<file path="config.mk">
export PLATFORM = sky130hd
export DESIGN_NAME = adc_spi_master_flat
export DESIGN_NICKNAME = d
export VERILOG_FILES = /design/src/rtl/adc_spi_master_if.sv /design/src/rtl/adc_spi_master.sv /design/src/flat_wrapper.sv
export SDC_FILE = /design/constraint.sdc
export NUM_CORES = 1
export LEC_CHECK = 0
export ABC_CLOCK_PERIOD_IN_PS = 4600
export BUFFER_PORTS_ARGS = -buffer_cell sky130_fd_sc_hd__buf_2
export CORE_MARGIN = 2
export CORE_UTILIZATION = 50
export DETAILED_ROUTE_END_ITERATION = 16
export PLACE_DENSITY = 0.69
export SLEW_MARGIN = 5
export SYNTH_ARGS = -nofsm -noshare
export SYNTH_HDL_FRONTEND = slang
export SYNTH_SLANG_ARGS = --single-unit
</file>
<file path="constraint.sdc">
create_clock -name clk -period 4.6 [get_ports clk]
set_input_delay 0.46 -clock clk [delete_from_list [all_inputs] [get_ports clk]]
set_output_delay 0.46 -clock clk [all_outputs]
set_load 0.01 [all_outputs]
</file>
<file path="src/rtl/adc_spi_master_if.sv">
// Bundle of the ADC SPI pins and the sample-side control/result signals.
interface adc_spi_master_if;
  logic       enable;
  logic       start;
  logic       channel;
  logic       adc_miso;
  logic       adc_mosi;
  logic       adc_sck;
  logic       adc_cs_n;
  logic [9:0] sample;
  logic       sample_valid;
  logic       busy;
  logic       overrun;

  modport master (
    input  enable, start, channel, adc_miso,
    output adc_mosi, adc_sck, adc_cs_n, sample, sample_valid, busy, overrun
  );

  modport slave (
    output enable, start, channel, adc_miso,
    input  adc_mosi, adc_sck, adc_cs_n, sample, sample_valid, busy, overrun
  );
endinterface

</file>
<file path="src/rtl/adc_spi_master.sv">
// Mode-0 SPI master that periodically polls an MCP3002-style 10-bit ADC
// and presents each conversion as a sample with a one-cycle valid strobe.
module adc_spi_master #(
  parameter int CLK_DIV       = 20,
  parameter int SAMPLE_PERIOD = 40000
) (
  input  logic             clk,
  input  logic             reset,
  adc_spi_master_if.master bus
);

  typedef enum logic [2:0] {IDLE, CS_SETUP, SHIFT, CS_HOLD, GAP} state_t;

  localparam int DIV_W = $clog2(CLK_DIV);
  localparam int TMR_W = $clog2(SAMPLE_PERIOD);
  localparam logic [DIV_W-1:0] DIV_LAST = DIV_W'(CLK_DIV - 1);
  localparam logic [TMR_W-1:0] TMR_LAST = TMR_W'(SAMPLE_PERIOD - 1);

  state_t             state_q, state_d;
  logic [DIV_W-1:0]   div_q, div_d;
  logic [4:0]         half_q, half_d;
  logic [TMR_W-1:0]   timer_q, timer_d;
  logic               overrun_q, overrun_d;
  logic [15:0]        tx_q, tx_d;
  logic [9:0]         rx_q, rx_d;
  logic [9:0]         sample_q, sample_d;
  logic               valid_q, valid_d;
  logic               sck_q, sck_d;

  logic               tick, trigger, div_last;
  logic               cs_n_o, busy_o, mosi_o;

  assign tick     = bus.enable && (timer_q == TMR_LAST);
  assign trigger  = tick || bus.start;
  assign div_last = (div_q == DIV_LAST);

  // State register
  always_ff @(posedge clk) begin
    if (reset) state_q <= IDLE;
    else       state_q <= state_d;
  end

  // Next-state: each timed state ends on the last clk of a half-period
  always_comb begin
    state_d = state_q;
    case (state_q)
      IDLE:     if (trigger) state_d = CS_SETUP;
      CS_SETUP: if (div_last) state_d = SHIFT;
      SHIFT:    if (div_last && (half_q == 5'd31)) state_d = CS_HOLD;
      CS_HOLD:  if (div_last) state_d = GAP;
      GAP:      if (div_last) state_d = IDLE;
      default:  state_d = IDLE;
    endcase
  end

  // Outputs decoded from state; mosi only carries the command while selected
  always_comb begin
    cs_n_o = 1'b1;
    busy_o = (state_q != IDLE);
    mosi_o = 1'b0;
    if ((state_q == CS_SETUP) || (state_q == SHIFT) || (state_q == CS_HOLD)) cs_n_o = 1'b0;
    if ((state_q == CS_SETUP) || (state_q == SHIFT)) mosi_o = tx_q[15];
  end

  // Timer, half-period counter, shift registers and result capture
  always_comb begin
    div_d     = div_q;
    half_d    = half_q;
    timer_d   = timer_q;
    overrun_d = overrun_q;
    tx_d      = tx_q;
    rx_d      = rx_q;
    sample_d  = sample_q;
    valid_d   = 1'b0;
    sck_d     = sck_q;

    if (!bus.enable) begin
      timer_d   = '0;
      overrun_d = 1'b0;
    end else begin
      timer_d = (timer_q == TMR_LAST) ? '0 : timer_q + TMR_W'(1);
      if (tick && (state_q != IDLE)) overrun_d = 1'b1;
    end

    if ((state_q == IDLE) || div_last) div_d = '0;
    else                               div_d = div_q + DIV_W'(1);

    if (state_q != SHIFT) half_d = '0;
    else if (div_last)    half_d = half_q + 5'd1;

    if ((state_q == IDLE) && trigger)
      tx_d = {1'b0, 1'b1, 1'b1, bus.channel, 1'b1, 11'b0};

    // Even half ends with sck rising (capture miso), odd half with sck falling (advance mosi)
    if ((state_q == SHIFT) && div_last) begin
      if (!half_q[0]) begin
        sck_d = 1'b1;
        rx_d  = {rx_q[8:0], bus.adc_miso};
      end else begin
        sck_d = 1'b0;
        tx_d  = {tx_q[14:0], 1'b0};
      end
    end

    if ((state_q == CS_HOLD) && div_last) begin
      valid_d  = 1'b1;
      sample_d = rx_q;
    end
  end

  // Datapath and control registers
  always_ff @(posedge clk) begin
    if (reset) begin
      div_q     <= '0;
      half_q    <= '0;
      timer_q   <= '0;
      overrun_q <= 1'b0;
      tx_q      <= '0;
      rx_q      <= '0;
      sample_q  <= '0;
      valid_q   <= 1'b0;
      sck_q     <= 1'b0;
    end else begin
      div_q     <= div_d;
      half_q    <= half_d;
      timer_q   <= timer_d;
      overrun_q <= overrun_d;
      tx_q      <= tx_d;
      rx_q      <= rx_d;
      sample_q  <= sample_d;
      valid_q   <= valid_d;
      sck_q     <= sck_d;
    end
  end

  assign bus.adc_cs_n     = cs_n_o;
  assign bus.adc_sck      = sck_q;
  assign bus.adc_mosi     = mosi_o;
  assign bus.busy         = busy_o;
  assign bus.sample       = sample_q;
  assign bus.sample_valid = valid_q;
  assign bus.overrun      = overrun_q;

endmodule

</file>
<file path="src/flat_wrapper.sv">
// flat-port wrapper written by rule: the top's interface ports become plain ports
module adc_spi_master_flat 
#(
  parameter int CLK_DIV       = 20,
  parameter int SAMPLE_PERIOD = 40000
)
  (clk, reset, bus_enable, bus_start, bus_channel, bus_adc_miso, bus_adc_mosi, bus_adc_sck, bus_adc_cs_n, bus_sample, bus_sample_valid, bus_busy, bus_overrun);
  adc_spi_master_if bus_i ();
  input  logic clk;
  input  logic reset;
  input wire logic [$bits(bus_i.enable)-1:0] bus_enable;
  input wire logic [$bits(bus_i.start)-1:0] bus_start;
  input wire logic [$bits(bus_i.channel)-1:0] bus_channel;
  input wire logic [$bits(bus_i.adc_miso)-1:0] bus_adc_miso;
  output wire logic [$bits(bus_i.adc_mosi)-1:0] bus_adc_mosi;
  output wire logic [$bits(bus_i.adc_sck)-1:0] bus_adc_sck;
  output wire logic [$bits(bus_i.adc_cs_n)-1:0] bus_adc_cs_n;
  output wire logic [$bits(bus_i.sample)-1:0] bus_sample;
  output wire logic [$bits(bus_i.sample_valid)-1:0] bus_sample_valid;
  output wire logic [$bits(bus_i.busy)-1:0] bus_busy;
  output wire logic [$bits(bus_i.overrun)-1:0] bus_overrun;
  assign bus_i.enable = bus_enable;
  assign bus_i.start = bus_start;
  assign bus_i.channel = bus_channel;
  assign bus_i.adc_miso = bus_adc_miso;
  assign bus_adc_mosi = bus_i.adc_mosi;
  assign bus_adc_sck = bus_i.adc_sck;
  assign bus_adc_cs_n = bus_i.adc_cs_n;
  assign bus_sample = bus_i.sample;
  assign bus_sample_valid = bus_i.sample_valid;
  assign bus_busy = bus_i.busy;
  assign bus_overrun = bus_i.overrun;
  adc_spi_master #(.CLK_DIV(CLK_DIV), .SAMPLE_PERIOD(SAMPLE_PERIOD)) u_core (.clk(clk), .reset(reset), .bus(bus_i));
endmodule
</file>
==> impl_metrics.json <==
{
  "status": "finished clean",
  "unrepaired_setup_endpoints_after_global_routing": "no",
  "cts.reportedPaths.clkPinSlew_ns": 0.07,
  "cellPowerDensity_mw_per_mm2": 378,
  "pre_cts_slack_ns": 1.84,
  "synth.distinct_cells": 40,
  "yosys.area.top_type_share": 0.495,
  "via_count_of_the_first_global_routing_pass": 1887,
  "drt-initial-drc-count": 94,
  "placement.io_buffers": 21,
  "timing.critical_path.buf_inv": 0,
  "final_nets": 329,
  "power.share.switching": 0.211,
  "combPwrFrac": 0.029,
  "wirelength_um": 4660,
  "list_of_cells_traversed_by_the_critical_path": "ha_1 > and4bb_1 > nor3b_2 > nor2b_1 > mux2i_1 > nor2_1",
  "timing.setup.tns_ns": 0,
  "cts_tree": "built",
  "max_freq_ghz": 0.366,
  "multi_input_comb_area_mm2": 0.00126,
  "chipHeight_um": 78.1,
  "syn_nets": 314,
  "drive_above_1_share": 0.136,
  "post_cts_hold_buffer_count": 0,
  "synth_warnings": 0,
  "synth_area_mm2": 0.00275,
  "total_number_of_vias": 2004,
  "kind_of_start_point_of_the_critical_path": "register",
  "p_sw_w": 0.000243,
  "worst_skew_pair.late_latency_ns": 0.33,
  "timing.critical_path.from": "u_core.div_q[0]",
  "area_growth_pct": 11.2,
  "drt_pass1_iterations": 6,
  "postRouteAntennaNets": 0,
  "max_ir_drop_vdd_mv": 0.205,
  "final.setup.worst_slack_ns": 1.86,
  "p_total_w": 0.00115,
  "place_hpwl_um": 3110,
  "antenna-diode-count": 0,
  "drv_slew": 0,
  "setup_viol_count_final": 0,
  "detail_route.drc_violations": 0,
  "synth_area_leader_cell": "dfxtp_1",
  "grt_antenna_before_repair": 0,
  "hp-start": "bus_adc_miso",
  "cts_resized": 0,
  "grt.overflow.total": 0,
  "max-slew-margin-rel": 0.272,
  "max-clock-path-buffers": 2,
  "finalHoldViolations": 0,
  "design.die.area_mm2": 0.00611,
  "detail_route.wl_per_cell_um": 11.8,
  "initial_core_utilization": 0.528,
  "avgSynthCellArea_um2": 9.04,
  "critical_path.max_fanout": 12,
  "p_clk_frac": 0.452,
  "crit_path_top_delay_cell": "nor2b_1",
  "drv.max_cap_violation_count": 0,
  "post-route-period-util": 0.595,
  "p_leak_nw": 1.10,
  "htree_levels": 3,
  "post_drt_via_cell_ratio": 5.09,
  "period_minus_slack_ns": 2.74,
  "pin_count": 22,
  "die_width_um": 78.1,
  "crit-reg2reg-launch": "u_core.div_q[0]",
  "seqCellArea_mm2": 0.00136,
  "root_buffer_selected_by_cts": "clkbuf_8",
  "final.fill_count": 475,
  "final.hold.worst_slack_ns": 0.369,
  "pin_count_of_the_biggest_net_entering_global_routing": 46,
  "clock_skew_ns": 0.00777,
  "grt_first_pass_wirelength_um": 8240,
  "syn-instance-count": 304,
  "setup.worst_path.class": "reg2reg",
  "cts.sink_count": 68,
  "core_area_mm2": 0.00520,
  "worst_ep_arrival_time_ns": 2.94,
  "worst_path_largest_cell_delay_ns": 0.90,
  "critical_path.endpoint_type": "register",
  "crit_family": "simple AND/OR/NAND/NOR gates",
  "grtUsageTotal": 0.169,
  "core.rowCount": 26,
  "yosys_register_bits": 68,
  "data_required_time_at_the_worst_endpoint_ns": 4.81,
  "tightestPinTransition_ns": 1.09,
  "post_cts_setup_buffer_count": 0,
  "synthTopCellsByArea": "dfxtp_1, nor2_1, nand2_1, mux2i_1, a21oi_1",
  "synth_sequential_area_ratio": 0.495,
  "cts-buffers-inserted": 9,
  "place_congestion": 0.738,
  "p_int_w": 0.000911,
  "min-delay-path-class": "in2reg",
  "power_frac_seq": 0.519
}
-- worst min-delay path, cell delays in order --
cell,delay [ns]
buf_2,0.08
mux2i_1,0.06
nor2_1,0.07
-- cell families (layout without fill, tap and decap cells) --
logic type	after synthesis	in the layout	share of synthesized area
and+or+nand+nor	139	139	0.246
DFF	68	68	0.495
AOI/OAI and AO/OA	36	36	0.0797
buffers and inverters	23	43	0.0464
xor gates and xnor gates	21	21	0.0669
muxes	13	13	0.0473
adders and majority gates	4	4	0.0182
-- state kept, by name, indices dropped and copies added, names as in the netlist --
name                     count
u_core.bus.adc_sck           1
u_core.rx_q                 10
u_core.timer_q              16
u_core.tx_q                 16
u_core.div_q                 5
u_core.bus.overrun           1
u_core.bus.sample           10
u_core.bus.sample_valid      1
u_core.half_q                5
u_core.state_q               3
-- final cells by class --
class	instances	area share
inverter	5	0.00614
multi-input combinational	213	0.412
timing repair buffer	22	0.0368
tap	70	0.0287
sequential	68	0.445
clock buffer	10	0.0418
clock inverter	6	0.0291
-- cells in the final DEF (no fill, tap or decap), types with 2 or more instances in the layout --
| cell | Yosys | layout |
|---|---|---|
| xnor2_1 | 9 | 9 |
| and4_1 | 2 | 2 |
| nor2_1 | 45 | 45 |
| ha_1 | 4 | 4 |
| a21oi_1 | 24 | 24 |
| or3_1 | 3 | 3 |
| clkinvlp_4 | 0 | 2 |
| nor2_2 | 2 | 2 |
| dfxtp_1 | 68 | 68 |
| and2_1 | 2 | 2 |
| nor3_1 | 5 | 5 |
| nor3b_1 | 2 | 2 |
| o22ai_1 | 2 | 2 |
| bufinv_16 | 0 | 2 |
| nand2_1 | 37 | 37 |
| nand4_1 | 3 | 3 |
| o21bai_1 | 2 | 2 |
| mux2i_1 | 13 | 13 |
| clkbuf_8 | 0 | 9 |
| nor4bb_1 | 2 | 2 |
| xor2_1 | 12 | 12 |
| and3_1 | 4 | 4 |
| a211oi_1 | 5 | 5 |
| nand2b_1 | 2 | 2 |
| buf_2 | 6 | 21 |
| inv_1 | 5 | 5 |
| nand3_1 | 20 | 20 |
-- layer usage --
metal | global-route usage | routed length, um | vias up
met4 | 0.0895 | 90 | 0
li1 | - | - | 1054
met2 | 0.257 | 2050 | 29
met5 | 0 | 0 | -
met1 | 0.221 | 2380 | 913
met3 | 0.0448 | 139 | 8
-- synth_stat cells (all sizes together) --
cell type	instances
and2	2
dfxtp	68
and4	3
xnor2	9
nand2	37
nor2	47
nor4bb	2
nor2b	1
nor4	1
and4b	1
mux2i	13
or3	3
inv	5
nand3b	1
or3b	1
clkbuf	6
a31oi	1
o22ai	2
or2	1
xor2	12
nand4	3
o21bai	2
a21oi	24
o21a	1
nor3b	3
and4bb	1
nor3	6
o21ai	1
nand3	20
nand2b	2
and3	4
buf	12
ha	4
a211oi	5
-- path summary, 6_finish.rpt --
check                                      end  slack [ns]  cells after the start
worst max-delay path            u_core.rx_q[5]        1.86                      6
worst min-delay path            u_core.rx_q[0]        0.37                      3
worst max register to register  u_core.rx_q[5]        1.86                      6
worst min register to register  u_core.tx_q[1]        0.45                      2
-- through the flow --
stage	instance area (um^2)	util	instances
global placement	2840	0.546	378
detailed placement	2840	0.546	378
CTS	3060	0.587	394
finish	3060	0.587	394
global route	3060	0.587	394
floorplan	2750	-	304
-- power groups by stage --
stage	clock network (W)	logic [W]	registers, W
floorplan	0	0.0000287	0.000610
global placement	0	0.0000332	0.000612
detailed placement	0	0.0000331	0.000612
CTS	0.000540	0.0000335	0.000599
global route	0.000563	0.0000368	0.000599
finish	0.000522	0.0000331	0.000599
(Power assumes the default switching activity.)
